**config.mk**
```make
export PLATFORM = sky130hd
export DESIGN_NAME = snake_game_sequencer
export DESIGN_NICKNAME = d
export VERILOG_FILES = /design/src/rtl/snake_pkg.sv /design/src/rtl/snake_tick_gen.sv /design/src/rtl/snake_game_sequencer.sv
export SDC_FILE = /design/constraint.sdc
export NUM_CORES = 1
export LEC_CHECK = 0
export CAP_MARGIN = 20
export CORE_UTILIZATION = 42
export CTS_CLUSTER_SIZE = 10
export DETAILED_ROUTE_END_ITERATION = 12
export PLACE_DENSITY = 0.61
export REMOVE_ABC_BUFFERS = 1
export SYNTH_ARGS = -nofsm -noshare
export SYNTH_HDL_FRONTEND = slang
export SYNTH_SLANG_ARGS = --single-unit
```
**constraint.sdc**
```tcl
create_clock -name CLK -period 3.9 [get_ports CLK]
set_input_delay 0.78 -clock CLK [delete_from_list [all_inputs] [get_ports CLK]]
set_output_delay 0.78 -clock CLK [all_outputs]
set_load 0.1 [all_outputs]
```
**src/rtl/snake_pkg.sv**
```systemverilog
// Shared definitions for the snake game: game-state encodings, colour
// constants used by the VGA colour path, grid limits and small helpers.
package snake_pkg;

   // Game state encoding, also driven straight onto MSM_STATE.
   typedef enum logic [1:0] {
      ST_IDLE = 2'b00,
      ST_PLAY = 2'b01,
      ST_WIN  = 2'b10,
      ST_LOST = 2'b11
   } game_state_t;

   // 12-bit RGB colours shared with the VGA colour logic.
   localparam logic [11:0] COL_BACKGROUND = 12'h000;
   localparam logic [11:0] COL_SNAKE      = 12'h0F0;
   localparam logic [11:0] COL_TARGET     = 12'hF00;
   localparam logic [11:0] COL_WALL       = 12'h00F;
   localparam logic [11:0] COL_WIN        = 12'hFF0;
   localparam logic [11:0] COL_LOST       = 12'hF0F;

   // Playfield limits in cells.
   localparam logic [7:0] MAX_X = 8'd159;
   localparam logic [7:0] MAX_Y = 8'd119;

   // Increment that sticks at the top of the 8-bit range.
   function automatic logic [7:0] sat_inc8(input logic [7:0] value);
      logic [7:0] result;
      if (value == 8'hFF) begin
         result = 8'hFF;
      end else begin
         result = value + 8'd1;
      end
      return result;
   endfunction

endpackage

```
**src/rtl/snake_tick_gen.sv**
```systemverilog
// Programmable-period pulse generator. Counts 0..PERIOD-1 while enabled and
// emits a registered one-cycle TRIG on the wrap. The period is sampled on
// CLEAR and on every wrap, so a changed PERIOD only applies from the next
// wrap onward. A period below 2 would make TRIG continuous.
module snake_tick_gen #(
   parameter int unsigned WIDTH = 32
) (
   input  logic             CLK,
   input  logic             RESET,
   input  logic             CLEAR,
   input  logic             ENABLE,
   input  logic [WIDTH-1:0] PERIOD,
   output logic             TRIG
);

   logic [WIDTH-1:0] cnt_r;
   logic [WIDTH-1:0] period_r;
   logic             trig_r;
   logic             last_s;

   assign last_s = ((cnt_r + WIDTH'(1)) >= period_r);
   assign TRIG   = trig_r;

   // Counter, latched period and registered wrap pulse.
   always_ff @(posedge CLK) begin
      if (RESET) begin
         cnt_r    <= '0;
         period_r <= '0;
         trig_r   <= 1'b0;
      end else if (CLEAR) begin
         cnt_r    <= '0;
         period_r <= PERIOD;
         trig_r   <= 1'b0;
      end else if (ENABLE) begin
         if (last_s) begin
            cnt_r    <= '0;
            period_r <= PERIOD;
            trig_r   <= 1'b1;
         end else begin
            cnt_r    <= cnt_r + WIDTH'(1);
            trig_r   <= 1'b0;
         end
      end else begin
         trig_r <= 1'b0;
      end
   end

endmodule

```
**src/rtl/snake_game_sequencer.sv**
```systemverilog
// Master sequencer for the snake game: game FSM, move tick with
// score-dependent speed, target counting, countdown timer, win/loss.
// Optional feature macro: SNAKE_SPEEDUP_EN (move period shrinks with SCORE);
// without it the move period is fixed at TICK_BASE.
module snake_game_sequencer
   import snake_pkg::*;
#(
   parameter int unsigned CLK_HZ     = 100000000,
   parameter int unsigned TICK_BASE  = 4000000,
   parameter int unsigned TICK_STEP  = 200000,
   parameter int unsigned TICK_MIN   = 1000000,
   parameter int unsigned WIN_SCORE  = 10,
   parameter int unsigned TIME_LIMIT = 60
) (
   input  logic       CLK,
   input  logic       RESET,
   input  logic       BTN_START,
   input  logic       TARGET_REACHED,
   input  logic       HIT_WALL,
   input  logic       TIMED_SW,
   output logic [1:0] MSM_STATE,
   output logic       SNAKE_RESET,
   output logic       MOVE_TICK,
   output logic       TARGET_NEW,
   output logic [7:0] SCORE,
   output logic [7:0] TIME_LEFT,
   output logic       TIMED_MODE
);

`ifdef SNAKE_SPEEDUP_EN
   localparam bit SPEEDUP_ON = 1'b1;
`else
   localparam bit SPEEDUP_ON = 1'b0;
`endif

   // With speed-up off the step is zero and the floor equals the base, so
   // the period collapses to the constant TICK_BASE.
   localparam int unsigned STEP_EFF = SPEEDUP_ON ? TICK_STEP : 32'd0;
   localparam int unsigned MIN_EFF  = SPEEDUP_ON ? TICK_MIN  : TICK_BASE;

   // max(MIN, BASE - score*STEP) without wrapping below zero.
   function automatic logic [31:0] move_period(input logic [7:0] score);
      logic [39:0] dec_v;
      logic [39:0] per_v;
      dec_v = 40'(score) * 40'(STEP_EFF);
      if (dec_v >= 40'(TICK_BASE)) begin
         per_v = 40'd0;
      end else begin
         per_v = 40'(TICK_BASE) - dec_v;
      end
      if (per_v < 40'(MIN_EFF)) begin
         per_v = 40'(MIN_EFF);
      end
      if (per_v == 40'd0) begin
         per_v = 40'd1;
      end
      return per_v[31:0];
   endfunction

   game_state_t state_r;
   game_state_t state_next_s;

   logic        snake_reset_r;
   logic        snake_reset_s;
   logic        target_new_r;
   logic        target_new_s;
   logic [7:0]  score_r;
   logic [7:0]  score_s;
   logic [7:0]  time_left_r;
   logic [7:0]  time_left_s;
   logic        timed_mode_r;
   logic        timed_mode_s;
   logic        tr_d_r;
   logic        tr_rise_r;
   logic        play_run_s;
   logic        count_s;
   logic        dec_s;
   logic        loss_s;
   logic        win_s;
   logic        sec_tick_s;
   logic        move_tick_s;
   logic [31:0] period_s;

   assign loss_s = HIT_WALL || (timed_mode_r && (time_left_r == 8'd0));
   assign win_s  = (score_r == 8'(WIN_SCORE));

   // A new game always starts at the score-0 period, not the frozen score.
   assign period_s = move_period(snake_reset_s ? 8'd0 : score_r);

   // Game state register.
   always_ff @(posedge CLK) begin
      if (RESET) begin
         state_r <= ST_IDLE;
      end else begin
         state_r <= state_next_s;
      end
   end

   // Next-state decode; in PLAY loss outranks win.
   always_comb begin
      state_next_s = state_r;
      case (state_r)
         ST_IDLE: begin
            if (BTN_START) state_next_s = ST_PLAY;
            else           state_next_s = ST_IDLE;
         end
         ST_PLAY: begin
            if (loss_s)     state_next_s = ST_LOST;
            else if (win_s) state_next_s = ST_WIN;
            else            state_next_s = ST_PLAY;
         end
         ST_WIN: begin
            if (BTN_START) state_next_s = ST_IDLE;
            else           state_next_s = ST_WIN;
         end
         ST_LOST: begin
            if (BTN_START) state_next_s = ST_IDLE;
            else           state_next_s = ST_LOST;
         end
         default: state_next_s = ST_IDLE;
      endcase
   end

   // Next values of the registered outputs and game counters.
   always_comb begin
      play_run_s    = (state_r == ST_PLAY) && (state_next_s == ST_PLAY);
      snake_reset_s = (state_r == ST_IDLE) && BTN_START;
      // The datapath is still being reset in the first PLAY cycle, so an
      // overlap seen there is stale; skipping it also keeps TARGET_NEW
      // from following the start pulse back-to-back.
      count_s       = play_run_s && tr_rise_r && !snake_reset_r;
      dec_s         = play_run_s && sec_tick_s && timed_mode_r &&
                      (time_left_r != 8'd0);
      target_new_s  = snake_reset_s || count_s;
      score_s       = score_r;
      time_left_s   = time_left_r;
      timed_mode_s  = timed_mode_r;
      if (snake_reset_s) begin
         score_s      = 8'd0;
         timed_mode_s = TIMED_SW;
         time_left_s  = TIMED_SW ? 8'(TIME_LIMIT) : 8'd0;
      end else begin
         if (count_s) score_s = sat_inc8(score_r);
         else         score_s = score_r;
         if (dec_s)   time_left_s = time_left_r - 8'd1;
         else         time_left_s = time_left_r;
      end
   end

   // Registered outputs and game counters.
   always_ff @(posedge CLK) begin
      if (RESET) begin
         snake_reset_r <= 1'b0;
         target_new_r  <= 1'b0;
         score_r       <= 8'd0;
         time_left_r   <= 8'd0;
         timed_mode_r  <= 1'b0;
      end else begin
         snake_reset_r <= snake_reset_s;
         target_new_r  <= target_new_s;
         score_r       <= score_s;
         time_left_r   <= time_left_s;
         timed_mode_r  <= timed_mode_s;
      end
   end

   // Registered rising-edge detect on the target-overlap level.
   always_ff @(posedge CLK) begin
      if (RESET) begin
         tr_d_r    <= 1'b0;
         tr_rise_r <= 1'b0;
      end else begin
         tr_d_r    <= TARGET_REACHED;
         tr_rise_r <= TARGET_REACHED && !tr_d_r;
      end
   end

   snake_tick_gen #(.WIDTH(32)) u_move_tick (
      .CLK    (CLK),
      .RESET  (RESET),
      .CLEAR  (snake_reset_s),
      .ENABLE (play_run_s),
      .PERIOD (period_s),
      .TRIG   (move_tick_s)
   );

   snake_tick_gen #(.WIDTH(32)) u_sec_tick (
      .CLK    (CLK),
      .RESET  (RESET),
      .CLEAR  (snake_reset_s),
      .ENABLE (play_run_s),
      .PERIOD (CLK_HZ),
      .TRIG   (sec_tick_s)
   );

   assign MSM_STATE   = state_r;
   assign SNAKE_RESET = snake_reset_r;
   assign MOVE_TICK   = move_tick_s;
   assign TARGET_NEW  = target_new_r;
   assign SCORE       = score_r;
   assign TIME_LEFT   = time_left_r;
   assign TIMED_MODE  = timed_mode_r;

endmodule

```
==> qor.yml, run 1 <==
status:
  outcome: "finished, final reports clean"
layout:
  final.fill_count: 1218
  final_common_cell: "dfxtp_1"
  antennaDiodeCount: 0
  fin_area_sq_um: 6461
  utilization_pct: 50.38
  stdcell_count: 894
  fin_nets: 749
  syn_to_final_growth_pct: 15.22
  drive_gt1_share_pct: 6.925
  final_cell_mix: "dfxtp_1, nor2_1, nand2_1"
power_and_ir_drop:
  p_switching_uw: 501.6
  p_clk_share_pct: 46.6
  p_seq_share_pct: 44.5
  combPwrFrac_pct: 8.9
  ir_worst_vdd_mv: 0.2365
  leakagePower_nw: 2.359
  switching_share_pct: 23.45
  p_per_area_nw_per_um2: 331.0
  p_int_mw: 1.637
  p_total_mw: 2.139
yosys:
  synth_top_family_by_area: "simple AND/OR/NAND/NOR gates"
  avgSynthCellArea_sq_um: 8.046
  muxShareOfSynthArea_pct: 0.9371
  synthCells: 697
  netlist_area_sq_um: 5608
  synth_flop_cell: "dfxtp_1"
  ys_seq_area_share_pct: 32.49
  async_reset_ff_share_pct: 0
  yosys.area_share.simple_pct: 32.22
  ys_warn_count: 0
  synth-compound-area-share_pct: 8.724
  synth-seq-cells: 91
  synth_xor_area_share_pct: 15.46
  synth-adder-area-share_pct: 5.578
  synth_edf_count: 0
  yosysUniqueCellTypes: 61
worst_setup_path:
  cp_max_fo: 24
  endpoint_kind: "register"
  cp-start-kind: "register"
  r2r_start: "u_sec_tick.cnt_r[12]"
  crit_arrival_ns: 3.83
  critPathKind: "reg -> reg"
  startpoint: "u_sec_tick.cnt_r[12]"
  required_ns: 4.14
timing:
  setup_viol: 0
  fin_ws_ns: 0.3071
  drv_slew: 0
  finalClockSkew_ns: 0.007161
  worst_slew_pin_slew_ns: 0.9849
  final_hold_viol_count: 0
  period_minus_slack_ns: 3.593
  slew_headroom_pct: 34.13
  fmax_ghz: 0.2783
  period_share_pct: 92.13
  rsz0062_at_grt: "false"
placed_design:
  place_area_sq_um: 6095
  post-place-ws_ns: 0.1513
  place_hpwl_mm: 9.137
  place_congestion: 0.8180
  place_inst: 878
  port-buffer-count: 27
detailed_routing:
  drt_first_pass_iters: 4
  detail_route.wl_per_cell_um: 14.13
  drt_iter0_drc: 325
  drcViolationCount: 0
  postRouteAntennaNets: 0
  vias: 4873
  viasPerCell: 5.451
  routed_wl_mm: 12.63
global_route:
  gr-usage-all-layers_pct: 18.91
  grt-ovfl-total: 0
  antenna_found_initial: 0
  grt_max_degree: 39
  grt_pass1_wl_mm: 21.56
  grt_pass1_vias: 4515
cts:
  cts_num_sinks: 91
  h-tree-depth: 3
  clk_path_buf_depth: 2
  cts_hold_buf: 0
  insertion_delay_ns: 0.35
  cts-root-buf: "clkbuf_16"
  cts.clk_slew.worst_paths_ns: 0.06
  tritoncts: "yes"
  cts_buffers: 9
floorplanning:
  pin_count: 28
  fp-row-count: 41
  die-height_um: 117.6
  die_w_um: 117.6
  start_util_pct: 43.73
  core_sq_um: 12820
  die-area_sq_um: 13820
hold_path:
  min_from: "tr_d_r"
  holdCritPathClass: "reg -> reg"
flow_run:
  drv_cap: 0
[critical path: stages (launching register included)]
cell and delay [ns]:
dfxtp_1 0.44, and4_1 0.27, nand4_1 0.16, nor4_4 0.24, and3_1 0.28, nand3_1 0.11
xnor2_1 0.16, ha_1 0.32, nand2_1 0.09, o21ai_1 0.23, nor3b_1 0.07, mux2_2 0.26
a211oi_1 0.30, a2111oi_2 0.08, o21ai_2 0.21, buf_12 0.19, a21oi_1 0.05
[cells in the mapped netlist, types with 5 or more instances]
cell type  instances  share of area, %
a211oi_1           6              0.80
a21oi_1           18               1.6
a311oi_1           5              0.78
a31oi_1            7              0.78
and2_1             7              0.78
and3_1            15               1.7
and4_1             9               1.4
buf_2             13               1.2
clkbuf_1          18               1.2
dfxtp_1           91                32
ha_1              25               5.6
inv_1             20               1.3
nand2_1           63               4.2
nand3_1           41               3.7
nand4_1           31               3.5
nor2_1            83               5.6
nor3_1            56               5.0
nor3b_1            5              0.67
nor4_1             6              0.67
o21ai_0           12               1.1
or3_1              7              0.78
xnor2_1           48               7.5
xor2_1            51               8.0
[layout make-up]
| cell class | instances | area (sq um) | share of cell area (%) |
|---|---|---|---|
| repair buffers | 48 | 452.9 | 7.010 |
| clock inverters | 4 | 98.84 | 1.530 |
| multi-input cells | 548 | 3553 | 55.00 |
| flip-flops and latches | 91 | 1823 | 28.21 |
| inverters | 20 | 75.07 | 1.162 |
| clock buffers | 11 | 242.7 | 3.757 |
| well taps | 172 | 215.2 | 3.331 |
[sequential cells by signal, summed over array words and instances (netlist names)]
name                  flops
u_move_tick.cnt_r        32
u_sec_tick.cnt_r         32
SCORE                     8
TIME_LEFT                 8
MSM_STATE                 2
SNAKE_RESET               1
TARGET_NEW                1
TIMED_MODE                1
tr_d_r                    1
tr_rise_r                 1
u_move_tick.TRIG          1
u_move_tick.period_r      1
u_sec_tick.TRIG           1
u_sec_tick.period_r       1
[path summary, 6_finish.rpt]
| kind | cells after the start | to | slack [ns] |
|---|---|---|---|
| setup reg to reg | 16 | u_sec_tick.cnt_r[1] | 0.31 |
| setup / recovery | 16 | u_sec_tick.cnt_r[1] | 0.31 |
| hold / removal | 1 | tr_rise_r | 0.40 |
| hold reg to reg | 1 | tr_rise_r | 0.40 |
[per-stage QoR]
stage,hold slack (ns),TNS [ns]
floorplan,0.3674,-25.93
global route,0.4152,0
finish,0.4016,0
detailed placement,0.3905,0
global placement,0.3714,0
CTS,0.3997,0
[power by group through the flow]
stage / registers [mW] / logic (mW) / clock network, mW
after floorplan: 1.02 / 0.0776 / 0
after global placement: 0.973 / 0.187 / 0
after detailed placement: 0.973 / 0.190 / 0
after CTS: 0.952 / 0.190 / 1.03
after global routing: 0.954 / 0.206 / 1.06
final: 0.952 / 0.190 / 0.996
[cell families after synthesis]
| family | count (synthesis) |
|---|---|
| AND/OR/NAND/NOR | 347 |
| XOR/XNOR | 99 |
| flip-flops | 91 |
| adder cells (fa/ha/maj) | 25 |
| AO/OA/AOI/OAI | 72 |
| buffers and inverters | 58 |
| multiplexers | 5 |
[layer usage]
metal,global-route usage [%],vias to the layer above,wire (um)
li1,-,2504,-
met5,0,-,0
met1,24.61,2288,6206
met3,5.087,8,407
met2,30.40,73,5897
met4,5.769,0,121
[timing repair]
action | CTS | global route
setup buffers | 0 | 1
gates resized for setup | 0 | 4
endpoints found under the setup margin | 0 | 52
No activity file was read; power rests on OpenSTA's default activity.
==> run 2: changes to the inputs <==
Settings changed: CORE_MARGIN set to 2, CTS_CLUSTER_SIZE 10 to not set.
==> run 2 against run 1 <==
Effect of this change: combinational power about the same; setup slack about the same; final cell count increased by 1.2%; first-iteration DRC count decreased by 32%; largest power group is now registers.
==> qor.yml, run 2 (synthesized netlist as in run 1, its figures left out) <==
status:
  outcome: "finished, final reports clean"
detailed_routing:
  wl_met3_um: 402  # -1.2%
  drt_iter0_drc: 222  # -32%
  wl_met1_mm: 5.930  # -4.4%
  viasPerCell: 5.429  # -0.40%
  met2_length_mm: 6.081  # +3.1%
  detail_route.wl_per_cell_um: 13.93  # -1.4%
  routed.top_layer: "met4"
  postRouteAntennaNets: 0  # unchanged
  drcViolationCount: 0  # unchanged
  vias: 4913  # +0.82%
  routed_wl_mm: 12.60  # -0.21%
  drt_first_pass_iters: 5  # +1
layout:
  antennaDiodeCount: 0  # unchanged
  final.fill_count: 1290  # +5.9%
  syn_to_final_growth_pct: 15.57
  biggestRegsByFlops: "u_move_tick.cnt_r x32, u_sec_tick.cnt_r x32"
  fin_area_sq_um: 6481  # +0.31%
  stdcell_count: 905  # +1.2%
  final_common_cell: "dfxtp_1"
  drive_gt1_share_pct: 8.642  # +1.7 points
  fin_nets: 755  # +0.80%
  final_cell_mix: "dfxtp_1, nor2_1, nand2_1"
worst_setup_path:
  cp_slowest_cell: "dfxtp_1"
  required_ns: 4.14  # about the same
  endpoint: "u_sec_tick.cnt_r[8]"
  critPathKind: "reg -> reg"
  cp_max_fo: 17  # -29%
  cp_cell_sequence: "and3_1, nand4_1, nor4_4, and3_2, nand3_1, xnor2_1, ha_1, nand2_1, o21ai_1, nor3b_1, mux2_2, a211oi_1, a2111oi_2, o21ai_2, buf_4, nor2_1"
  timing.rr.end: "u_sec_tick.cnt_r[8]"
  r2r_start: "u_sec_tick.cnt_r[3]"
  startpoint: "u_sec_tick.cnt_r[3]"
  r2r_cells: 16  # unchanged
  r2r_slack_ns: 0.31  # about the same
  crit_arrival_ns: 3.84  # about the same
  endpoint_kind: "register"
  cpPeakStageDelay_ns: 0.45  # about the same
  cp-start-kind: "register"
floorplanning:
  start_util_pct: 42.69  # -1.0 points
  pin_count: 28  # unchanged
  die-height_um: 119.6  # +1.7%
  core_sq_um: 13140  # +2.4%
  die_w_um: 119.6  # +1.7%
  fp-row-count: 42  # +2.4%
  die-area_sq_um: 14290  # +3.4%
cts:
  cts.clk_slew.worst_paths_ns: 0.07  # about the same
  cts_buffers: 9  # unchanged
  insertion_delay_ns: 0.35  # about the same
  cts_num_sinks: 91  # unchanged
  clk_path_buf_depth: 2  # unchanged
  cts-root-buf: "clkbuf_16"
  tritoncts: "yes"
  h-tree-depth: 3  # unchanged
global_route:
  grt_pass1_vias: 4702  # +4.1%
  grt-ovfl-total: 0  # unchanged
  gr-usage-all-layers_pct: 18.73  # -0.18 points
  grt_max_degree: 31  # -21%
  grt_pass1_wl_mm: 22.06  # +2.3%
  antenna_found_initial: 0  # unchanged
timing:
  period_share_pct: 92.12  # about the same
  fmax_ghz: 0.2783  # about the same
  worst_slew_pin_slew_ns: 0.9821  # -0.002842 ns
  final_hold_viol_count: 0  # unchanged
  fin_ws_ns: 0.3072  # +0.0001610 ns
  finalClockSkew_ns: 0.007828  # +0.0006674 ns
  setup_viol: 0  # unchanged
  period_minus_slack_ns: 3.593  # -0.0001610 ns
  slew_headroom_pct: 34.32  # +0.19 points
  drv_slew: 0  # unchanged
  tns_ns: 0  # unchanged
  rsz0062_at_grt: "true"
placed_design:
  place_hpwl_mm: 8.995  # -1.6%
  place_area_sq_um: 6120  # +0.41%
  post-place-ws_ns: 0.07383  # -0.07749 ns
  place_inst: 888  # +1.1%
  port-buffer-count: 27  # unchanged
  place_congestion: 0.8351  # +2.1%
hold_path:
  holdCritPathClass: "reg -> reg"
power_and_ir_drop:
  ir_worst_vdd_mv: 0.2102  # -11%
  p_per_area_nw_per_um2: 317.1  # -4.2%
  leakagePower_nw: 2.371  # +0.54%
flow_run:
  drv_cap: 0  # unchanged
-- run 2: changes by cell type in the layout (fill, tap and decap cells not counted), sizes merged --
cell and change:
buf +6, clkinv +3, bufinv -2
-- run 2: how the worst min path moves through the flow --
stage	startpoint	endpoint	slack (ns)	cells past startpoint
floorplan	tr_d_r	tr_rise_r	0.37	1
global placement	tr_d_r	tr_rise_r	0.37	1
detailed placement	tr_d_r	tr_rise_r	0.38	1
CTS	tr_d_r	tr_rise_r	0.39	1
global route	tr_d_r	tr_rise_r	0.41	1
finish	tr_d_r	tr_rise_r	0.40	1
-- run 2: power by group --
| group | internal, mW | total, mW | switching (mW) |
|---|---|---|---|
| Sequential | 0.940 | 0.952 | 0.0115 |
| Combinational | 0.0545 | 0.189 | 0.134 |
| Clock | 0.534 | 0.914 | 0.380 |
| Total | 1.53 | 2.05 | 0.526 |
-- run 2: critical path, delay by kind of cell (launching register included) --
kind                     cells  cell delay (ns)
adder cells (fa/ha/maj)      1             0.32
flip-flops                   1             0.45
multiplexers                 1             0.26
XOR/XNOR                     1             0.17
AND/OR/NAND/NOR              8             1.29
AO/OA/AOI/OAI                4             0.76
buffers and inverters        1             0.23
-- run 2: cell type report --
class | instances | area, sq um | area share [%]
timing repair buffer | 54 | 473.0 | 7.297
tap | 176 | 220.2 | 3.398
clock inverter | 5 | 61.31 | 0.9459
sequential | 91 | 1824 | 28.15
multi-input combinational | 548 | 3575 | 55.15
clock buffer | 11 | 252.7 | 3.900
inverter | 20 | 75.07 | 1.158
-- run 2: through the flow --
step           util (%)  power (mW)  hold WS (ns)
5_1_grt           49.33       2.133        0.4112
4_1_cts           48.97       2.083        0.3891
3_3_place_gp      46.58       1.159        0.3722
2_1_floorplan         -       1.100        0.3674
3_5_place_dp      46.58       1.163        0.3794
6_report          49.33       2.055        0.3980
-- run 2: timing repair --
action / CTS / global route
hold buffers: 0 / 0
setup endpoints to repair: 0 / 47
resized for setup: 0 / 12
setup buffers: 0 / 1
-- run 2: routing by layer --
| layer | up-vias | global-route usage, % |
|---|---|---|
| li1 | 2522 | - |
| met1 | 2308 | 23.42 |
| met2 | 62 | 31.68 |
| met3 | 21 | 5.086 |
| met4 | 0 | 5.294 |
| met5 | - | 0 |
